--- config.mk ---
export PLATFORM = sky130hd
export DESIGN_NAME = mem_port_arbiter
export DESIGN_NICKNAME = d
export VERILOG_FILES = /design/src/rtl/mem_port_arbiter.sv
export SDC_FILE = /design/constraint.sdc
export NUM_CORES = 1
export LEC_CHECK = 0
export ABC_AREA = 1
export BUFFER_PORTS_ARGS = -buffer_cell sky130_fd_sc_hd__buf_2
export CAP_MARGIN = 20
export CORE_ASPECT_RATIO = 1.1
export CORE_MARGIN = 2
export CORE_UTILIZATION = 51
export DETAILED_ROUTE_END_ITERATION = 10
export GPL_TIMING_DRIVEN = 0
export PLACE_DENSITY_LB_ADDON = 0.12
export SYNTH_ARGS = -nofsm -noshare
export SYNTH_HDL_FRONTEND = slang
export SYNTH_SLANG_ARGS = --single-unit
--- constraint.sdc ---
create_clock -name clk -period 3.77 [get_ports clk]
set_input_delay 0.1885 -clock clk [delete_from_list [all_inputs] [get_ports clk]]
set_output_delay 0.1885 -clock clk [all_outputs]
set_load 0.01 [all_outputs]
--- src/rtl/mem_port_arbiter.sv ---
// rtl/mem_port_arbiter.sv - two-port (fetch/data) arbiter onto a single fixed-latency memory port
module mem_port_arbiter #(
  parameter int ADDR_WIDTH  = 32,
  parameter int DATA_WIDTH  = 32,
  parameter int MEM_LATENCY = 2
) (
  input  logic                  clk,
  input  logic                  rst_n,
  input  logic                  iReq,
  input  logic [ADDR_WIDTH-1:0] iAddr,
  output logic                  iAck,
  output logic [DATA_WIDTH-1:0] iRdata,
  input  logic                  dReq,
  input  logic                  dWe,
  input  logic [ADDR_WIDTH-1:0] dAddr,
  input  logic [DATA_WIDTH-1:0] dWdata,
  output logic                  dAck,
  output logic [DATA_WIDTH-1:0] dRdata,
  output logic                  memEn,
  output logic                  memWe,
  output logic [ADDR_WIDTH-1:0] memAddr,
  output logic [DATA_WIDTH-1:0] memWdata,
  input  logic [DATA_WIDTH-1:0] memRdata,
  output logic                  busy
);

  typedef enum logic [1:0] {IDLE, ACCESS, WAIT, RESP} state_t;

  localparam logic [3:0] CNT_LOAD = 4'(MEM_LATENCY - 1);

  state_t     state, state_nxt;
  logic [3:0] cnt;
  logic       last_grant;   // 0 = instruction, 1 = data
  logic       grant_data;
  logic       we_q;
  logic       win_data;

  // On a tie the side that did not win last time gets the port.
  assign win_data = dReq && (!iReq || !last_grant);

  always_ff @(posedge clk or negedge rst_n) begin
    if (!rst_n) state <= IDLE;
    else        state <= state_nxt;
  end

  // Every access passes through WAIT so memRdata is sampled exactly
  // MEM_LATENCY cycles after memEn, including MEM_LATENCY = 1.
  always_comb begin
    state_nxt = state;
    memEn     = 1'b0;
    memWe     = 1'b0;
    iAck      = 1'b0;
    dAck      = 1'b0;
    busy      = 1'b1;
    case (state)
      IDLE: begin
        busy = 1'b0;
        if (iReq || dReq) state_nxt = ACCESS;
      end
      ACCESS: begin
        memEn     = 1'b1;
        memWe     = we_q;
        state_nxt = WAIT;
      end
      WAIT: begin
        if (cnt == 4'd0) state_nxt = RESP;
      end
      RESP: begin
        iAck      = !grant_data;
        dAck      = grant_data;
        state_nxt = IDLE;
      end
      default: state_nxt = IDLE;
    endcase
  end

  always_ff @(posedge clk or negedge rst_n) begin
    if (!rst_n) begin
      cnt        <= 4'd0;
      last_grant <= 1'b0;
      grant_data <= 1'b0;
      we_q       <= 1'b0;
      memAddr    <= '0;
      memWdata   <= '0;
      iRdata     <= '0;
      dRdata     <= '0;
    end else begin
      case (state)
        IDLE: begin
          if (iReq || dReq) begin
            grant_data <= win_data;
            last_grant <= win_data;
            memAddr    <= win_data ? dAddr : iAddr;
            we_q       <= win_data && dWe;
            memWdata   <= dWdata;
          end
        end
        ACCESS: cnt <= CNT_LOAD;
        WAIT: begin
          if (cnt == 4'd0) begin
            // A data write leaves dRdata untouched.
            if (!grant_data)  iRdata <= memRdata;
            else if (!we_q)   dRdata <= memRdata;
          end else begin
            cnt <= cnt - 4'd1;
          end
        end
        default: ;
      endcase
    end
  end

endmodule
==> results.cfg, run 1 <==
[logic_synthesis]
yosys_warnings = 0
synth_edf_count = 0
synth_cell_types = 26
synth-seq-cells = 136
synth.cell_area_mm2 = 0.00601
ys_async_sr_fraction_pct = 100
syn-num-nets = 786
ys_seq_area_share_pct = 56.6
synth.avg_cell_area_um2 = 9.27
ys.flop_type = dfrtp_1
synth_cells = 648

[cells_and_area]
design_area_mm2 = 0.00853
final_cells = 1129
final_core_utilization_pct = 74.2
drive_gt1_share_pct = 39.9
diodes = 0
area_growth_pct = 41.9
fillers = 831
layout.cells.most_common_list = 276 x buf_2, 270 x nand2_1, 136 x dfrtp_1
layout_commonest_cell = buf_2
finalNetCount = 1104

[worst_setup_path]
reg2regPathDepth = 8
critPathSlowestCell = dfrtp_1
cpPeakStageDelay_ps = 410
crit_top_cell = inv_1
cp.buffers_inverters = 3
end_kind = output pin
reg2reg_setup_slack_ps = 2170
cp.arrival_ps = 1410
r2r_start = cnt[0]
path_class = reg -> out
crit_family = flip-flops
cp_max_fo = 5
crit_chain = inv_1 > ha_1 > inv_1 > buf_2
r2r_end = iRdata[26]
startpoint = state[0]
crit_path_start_kind = register
critPathRequiredTime_ps = 3580

[placed_design]
portBuffers = 265
dp.cells = 1064
finalWeightedCongestion = 0.863
hpwl_mm = 12.1
place_ws_ps = 2160
placed_area_mm2 = 0.00756

[timing]
fin_setup_tns_ps = 0
setup_viol = 0
drv_slew = 0
fin_hold_ws_ps = 28.5
relSlewSlack_pct = 64.8
fmax_mhz = 624
fin_crit_sh_pct = 42.5
tightest_slew_ps = 528
hold_viol_final = 0
setup_ws_ps = 2170
fin_crit_ps = 1600
fin_skew_ps = 11.8
rsz0062_at_grt = no

[global_route]
antenna_found_initial = 0
grt_pass1_vias = 5777
grtUsageMet2_pct = 47.3
grt_busiest_layer = met2
grtUsageMet3_pct = 7.36
track_usage_pct = 27.3
use_met1_pct = 31.9
grt_max_degree = 84
grt_pass1_wl_mm = 27.2
grt-ovfl-total = 0

[power_and_ir_drop]
ir_drop_uv = 413
p_leak_nw = 4.89
total_power_mw = 7.42
p_int_mw = 4.57
seqPwrFrac_pct = 35.1
switching_share_pct = 38.5
power_density_mw_per_mm2 = 870
p_clk_share_pct = 24.1
p_sw_mw = 2.85
power_frac_comb_pct = 40.8

[drt]
drt_iter0_drc = 305
viasPerCell = 4.93
ant_nets = 0
drc = 0
wl_mm = 16.9
vias = 5566
wl_per_cell_um = 14.9
firstDrtPassIters = 5

[floorplan]
boundaryPins = 266
die_h_um = 118
initial_core_util_pct = 52.3
core_area_mm2 = 0.0115
die_w_um = 107
row_count = 41
die-area_mm2 = 0.0127

[run_status]
status = finished clean

[min_path]
hold_depth = 3
hold_path.class = in -> reg
holdPathEnd = memAddr[0]
worstHoldStart = dAddr[0]

[run]
max-cap-violations = 0

[clock_tree]
cts_buffers = 17
insertion_delay_ps = 410
h-tree-depth = 4
clockRootBuffer = clkbuf_16
cts_tree = built
cts.path.max_buffers = 2
cts-resized-gates = 0
cts_sinks = 136
clkSlewWorstSetupHoldPaths_ps = 60
-- worst register-to-register path: cells and delay by family, from the launching register on --
| family | cells | cell delay, ps |
|---|---|---|
| buffers and inverters | 3 | 450 |
| DFF | 1 | 380 |
| and+or+nand+nor | 3 | 370 |
| adders and majority gates | 1 | 230 |
| AOI/OAI and AO/OA | 1 | 50 |
-- cell usage after synthesis, types with 4 or more instances --
library cell  number  area share, %
o21ai_1           25            2.1
buf_6             15            2.8
inv_1             77            4.8
o211ai_2          10            2.1
ha_1               5            1.0
nand2_1          270             17
o21ai_2           39            5.7
o211ai_1          24            3.0
nand3_1            5           0.42
dfrtp_1          136             57
inv_2              4           0.25
buf_2             12            1.0
o21ai_0            5           0.42
buf_4              4           0.50
-- worst max path at each step --
stage / to / slack (ps) / cells past startpoint
2_1_floorplan: iRdata[25] / 2370 / 8
3_3_place_gp: memWdata[20] / 730 / 1
3_5_place_dp: iRdata[28] / 2160 / 8
4_1_cts: busy / 2140 / 4
5_1_grt: iRdata[28] / 2070 / 8
6_report: busy / 2170 / 4
-- kinds of logic after synthesis --
logic type | after synthesis | share of synthesized area [%]
simple gates | 287 | 18.9
buf+inv | 114 | 9.77
xor+xnor | 1 | 0.146
compound gates | 105 | 13.5
flops | 136 | 56.6
fa+ha+maj | 5 | 1.04
-- final cells by class --
type | instances | area (um^2) | area share, %
Timing Repair Buffer | 299 | 1690 | 19.8
Clock buffer | 17 | 425 | 4.99
Clock inverter | 15 | 214 | 2.51
Buffer | 33 | 283 | 3.32
Multi-Input combinational cell | 398 | 2020 | 23.7
Tap cell | 150 | 188 | 2.20
Inverter | 81 | 304 | 3.57
Sequential cell | 136 | 3400 | 39.9
-- state kept, by name, summed over array words and instances, names as in the netlist --
register / cells
grant_data: 1
memAddr: 32
we_q: 1
cnt: 4
iRdata: 32
state: 2
memWdata: 32
dRdata: 32
-- power by group through the flow --
| stage | clock, mW | sequential, mW | combinational, mW |
|---|---|---|---|
| final | 1.79 | 2.61 | 3.02 |
| after global routing | 1.89 | 2.67 | 3.36 |
| after CTS | 1.81 | 2.60 | 3.05 |
| after detailed placement | 0 | 2.60 | 3.01 |
| after global placement | 0 | 2.57 | 2.90 |
| after floorplan | 0 | 2.91 | 1.45 |
-- routing by layer --
metal	vias to the layer above	share of wire [%]
li1	2653	-
met1	2620	38
met4	0	2.8
met5	-	0
met2	257	52
met3	36	7.3
-- timing repair --
action                    4_1_cts  5_1_grt
hold buffers                   33        0
hold endpoints to repair       85        0
buffers inserted                0        0
Power figures use the tool's default switching activity.
==> run 2: changes to the inputs <==
- CORE_UTILIZATION: 51 -> 47
- clock period: 3.77 -> 1.6 ns (I/O delays scaled with it)
==> run 2 against run 1 <==
Effect of this change:
- worst setup slack worse by 2100 ps
- worst hold slack worse by 15 ps
- via count up 8.1%
- design area up 11%
- sequential share of layout area fell by 3.9 points
- cell count up 8.2%
- routed wire length increased by 12%
- clock skew is 2.4 ps lower
- critical path depth grew 3
- largest cell class unchanged
==> results.cfg, run 2 (synthesis gave the netlist of run 1 again) <==
[drt]
firstDrtPassIters = 5
ant_nets = 0
wl_per_cell_um = 15.4
drt_iter0_drc = 361
drc = 0
vias = 6017
viasPerCell = 4.92
wl_mm = 18.8

[floorplan]
initial_core_util_pct = 47.9
boundaryPins = 266
die_h_um = 123
row_count = 43
die_w_um = 112
core_area_mm2 = 0.0125
die-area_mm2 = 0.0137

[power_and_ir_drop]
p_leak_nw = 5.26
ir_drop_uv = 1210
power_density_mw_per_mm2 = 1910

[timing]
fin_setup_tns_ps = 0
rsz0062_at_grt = yes
fin_skew_ps = 9.38
fmax_mhz = 656
tightest_slew_ps = 552
relSlewSlack_pct = 63.2
fin_crit_ps = 1520
setup_ws_ps = 75.0
hold_viol_final = 0
setup_viol = 0
fin_crit_sh_pct = 95.3
drv_slew = 0

[cells_and_area]
ff_latch_area_mm2 = 0.00340
finalNetCount = 1191
multi_input_area_mm2 = 0.00202
area_growth_pct = 57.1
layout.cells.most_common_list = 271 x buf_2, 270 x nand2_1, 136 x dfrtp_1
drive_gt1_share_pct = 37.0
fillers = 820
final_core_utilization_pct = 75.3
layout_commonest_cell = buf_2
diodes = 0

[worst_setup_path]
critPathSlowestCell = dfrtp_1
r2r_end = memWdata[24]
cpPeakStageDelay_ps = 420
crit_path_start_kind = register
r2r_start = state[0]
end_kind = register
path_class = reg -> reg
cp.arrival_ps = 1820
crit_top_cell = nand2_1
cp_max_fo = 10
reg2reg_setup_slack_ps = 80
reg2regPathDepth = 7
crit_chain = inv_1 > ha_2 > nand2_2 > buf_4 > clkbuf_4 > nand2_1 > nand2_1
critPathRequiredTime_ps = 1900

[global_route]
grt_pass1_wl_mm = 29.8
antenna_found_initial = 0
grt-ovfl-total = 0
grt_max_degree = 83
track_usage_pct = 27.5
grt_pass1_vias = 6116

[clock_tree]
cts.path.max_buffers = 2
cts_sinks = 136
cts_buffers = 17
clkSlewWorstSetupHoldPaths_ps = 60
clockRootBuffer = clkbuf_16
insertion_delay_ps = 420
cts_tree = built
h-tree-depth = 4

[placed_design]
place_ws_ps = -119
hpwl_mm = 11.9
finalWeightedCongestion = 0.823
portBuffers = 265

[min_path]
hold_path.class = in -> reg
worstHoldStart = iAddr[5]
holdPathEnd = memAddr[5]
hold_depth = 5

[run_status]
status = finished clean

[run]
max-cap-violations = 0
-- run 2: changes by cell type in the layout (fill, tap and decap cells not counted), sizes merged --
cell	previous run	this run
bufinv	4	6
clkinvlp	2	4
inv	87	82
buf	298	296
dlygate4sd3	33	117
clkinv	3	1
clkbuf	18	25
-- run 2: what timing repair did --
action	in CTS	in global routing
buffers inserted	1	2
hold buffers	117	0
resized for setup	2	7
endpoints found under the setup margin	14	88
hold endpoints to repair	184	0
-- run 2: layer usage --
layer	up-vias	global-route usage, %	wire length [um]
met5	-	0	0
met4	0	11.0	463
met3	47	7.46	1430
met2	313	49.3	9830
met1	2834	31.4	7100
li1	2823	-	-
-- run 2: final cells by class --
type | count | share of cell area, %
flip-flops and latches | 136 | 36.1
well taps | 157 | 2.08
clock buffers | 19 | 4.59
multi-input cells | 398 | 21.4
clock inverters | 12 | 2.37
plain buffers | 33 | 3.18
repair buffers | 386 | 27.1
inverters | 81 | 3.22
-- run 2: worst max-delay path, delay by kind of cell, from the launching register on --
| kind | cells | cell delay, ps |
|---|---|---|
| simple gates | 3 | 260 |
| fa+ha+maj | 1 | 240 |
| flops | 1 | 420 |
| buf+inv | 3 | 500 |
-- run 2: power breakdown --
part           total (mW)  internal, mW  switching, mW
Combinational        7.48          3.14           4.34
Sequential           6.13          5.17          0.962
Clock                4.38          2.91           1.47
Total                18.0          11.2           6.77
-- run 2: worst max-delay path by stage --
stage / from / endpoint / cells after the start
after floorplan: cnt[0] / iRdata[25] / 8
after global placement: rst_n / memWdata[9] / 1
after detailed placement: state[0] / memWdata[7] / 6
after CTS: cnt[0] / iRdata[13] / 8
after global routing: state[1] / memAddr[27] / 7
final: state[0] / memWdata[24] / 7
-- run 2: metrics by stage --
step,instance area [um^2],hold WS [ps],cells,total power [mW]
floorplan,6010,-216,648,10.3
global placement,7530,273,1070,12.9
detailed placement,7560,72.6,1071,13.2
CTS,9410,0.504,1220,17.9
global route,9440,32.6,1222,19.1
finish,9440,13.1,1222,18.0
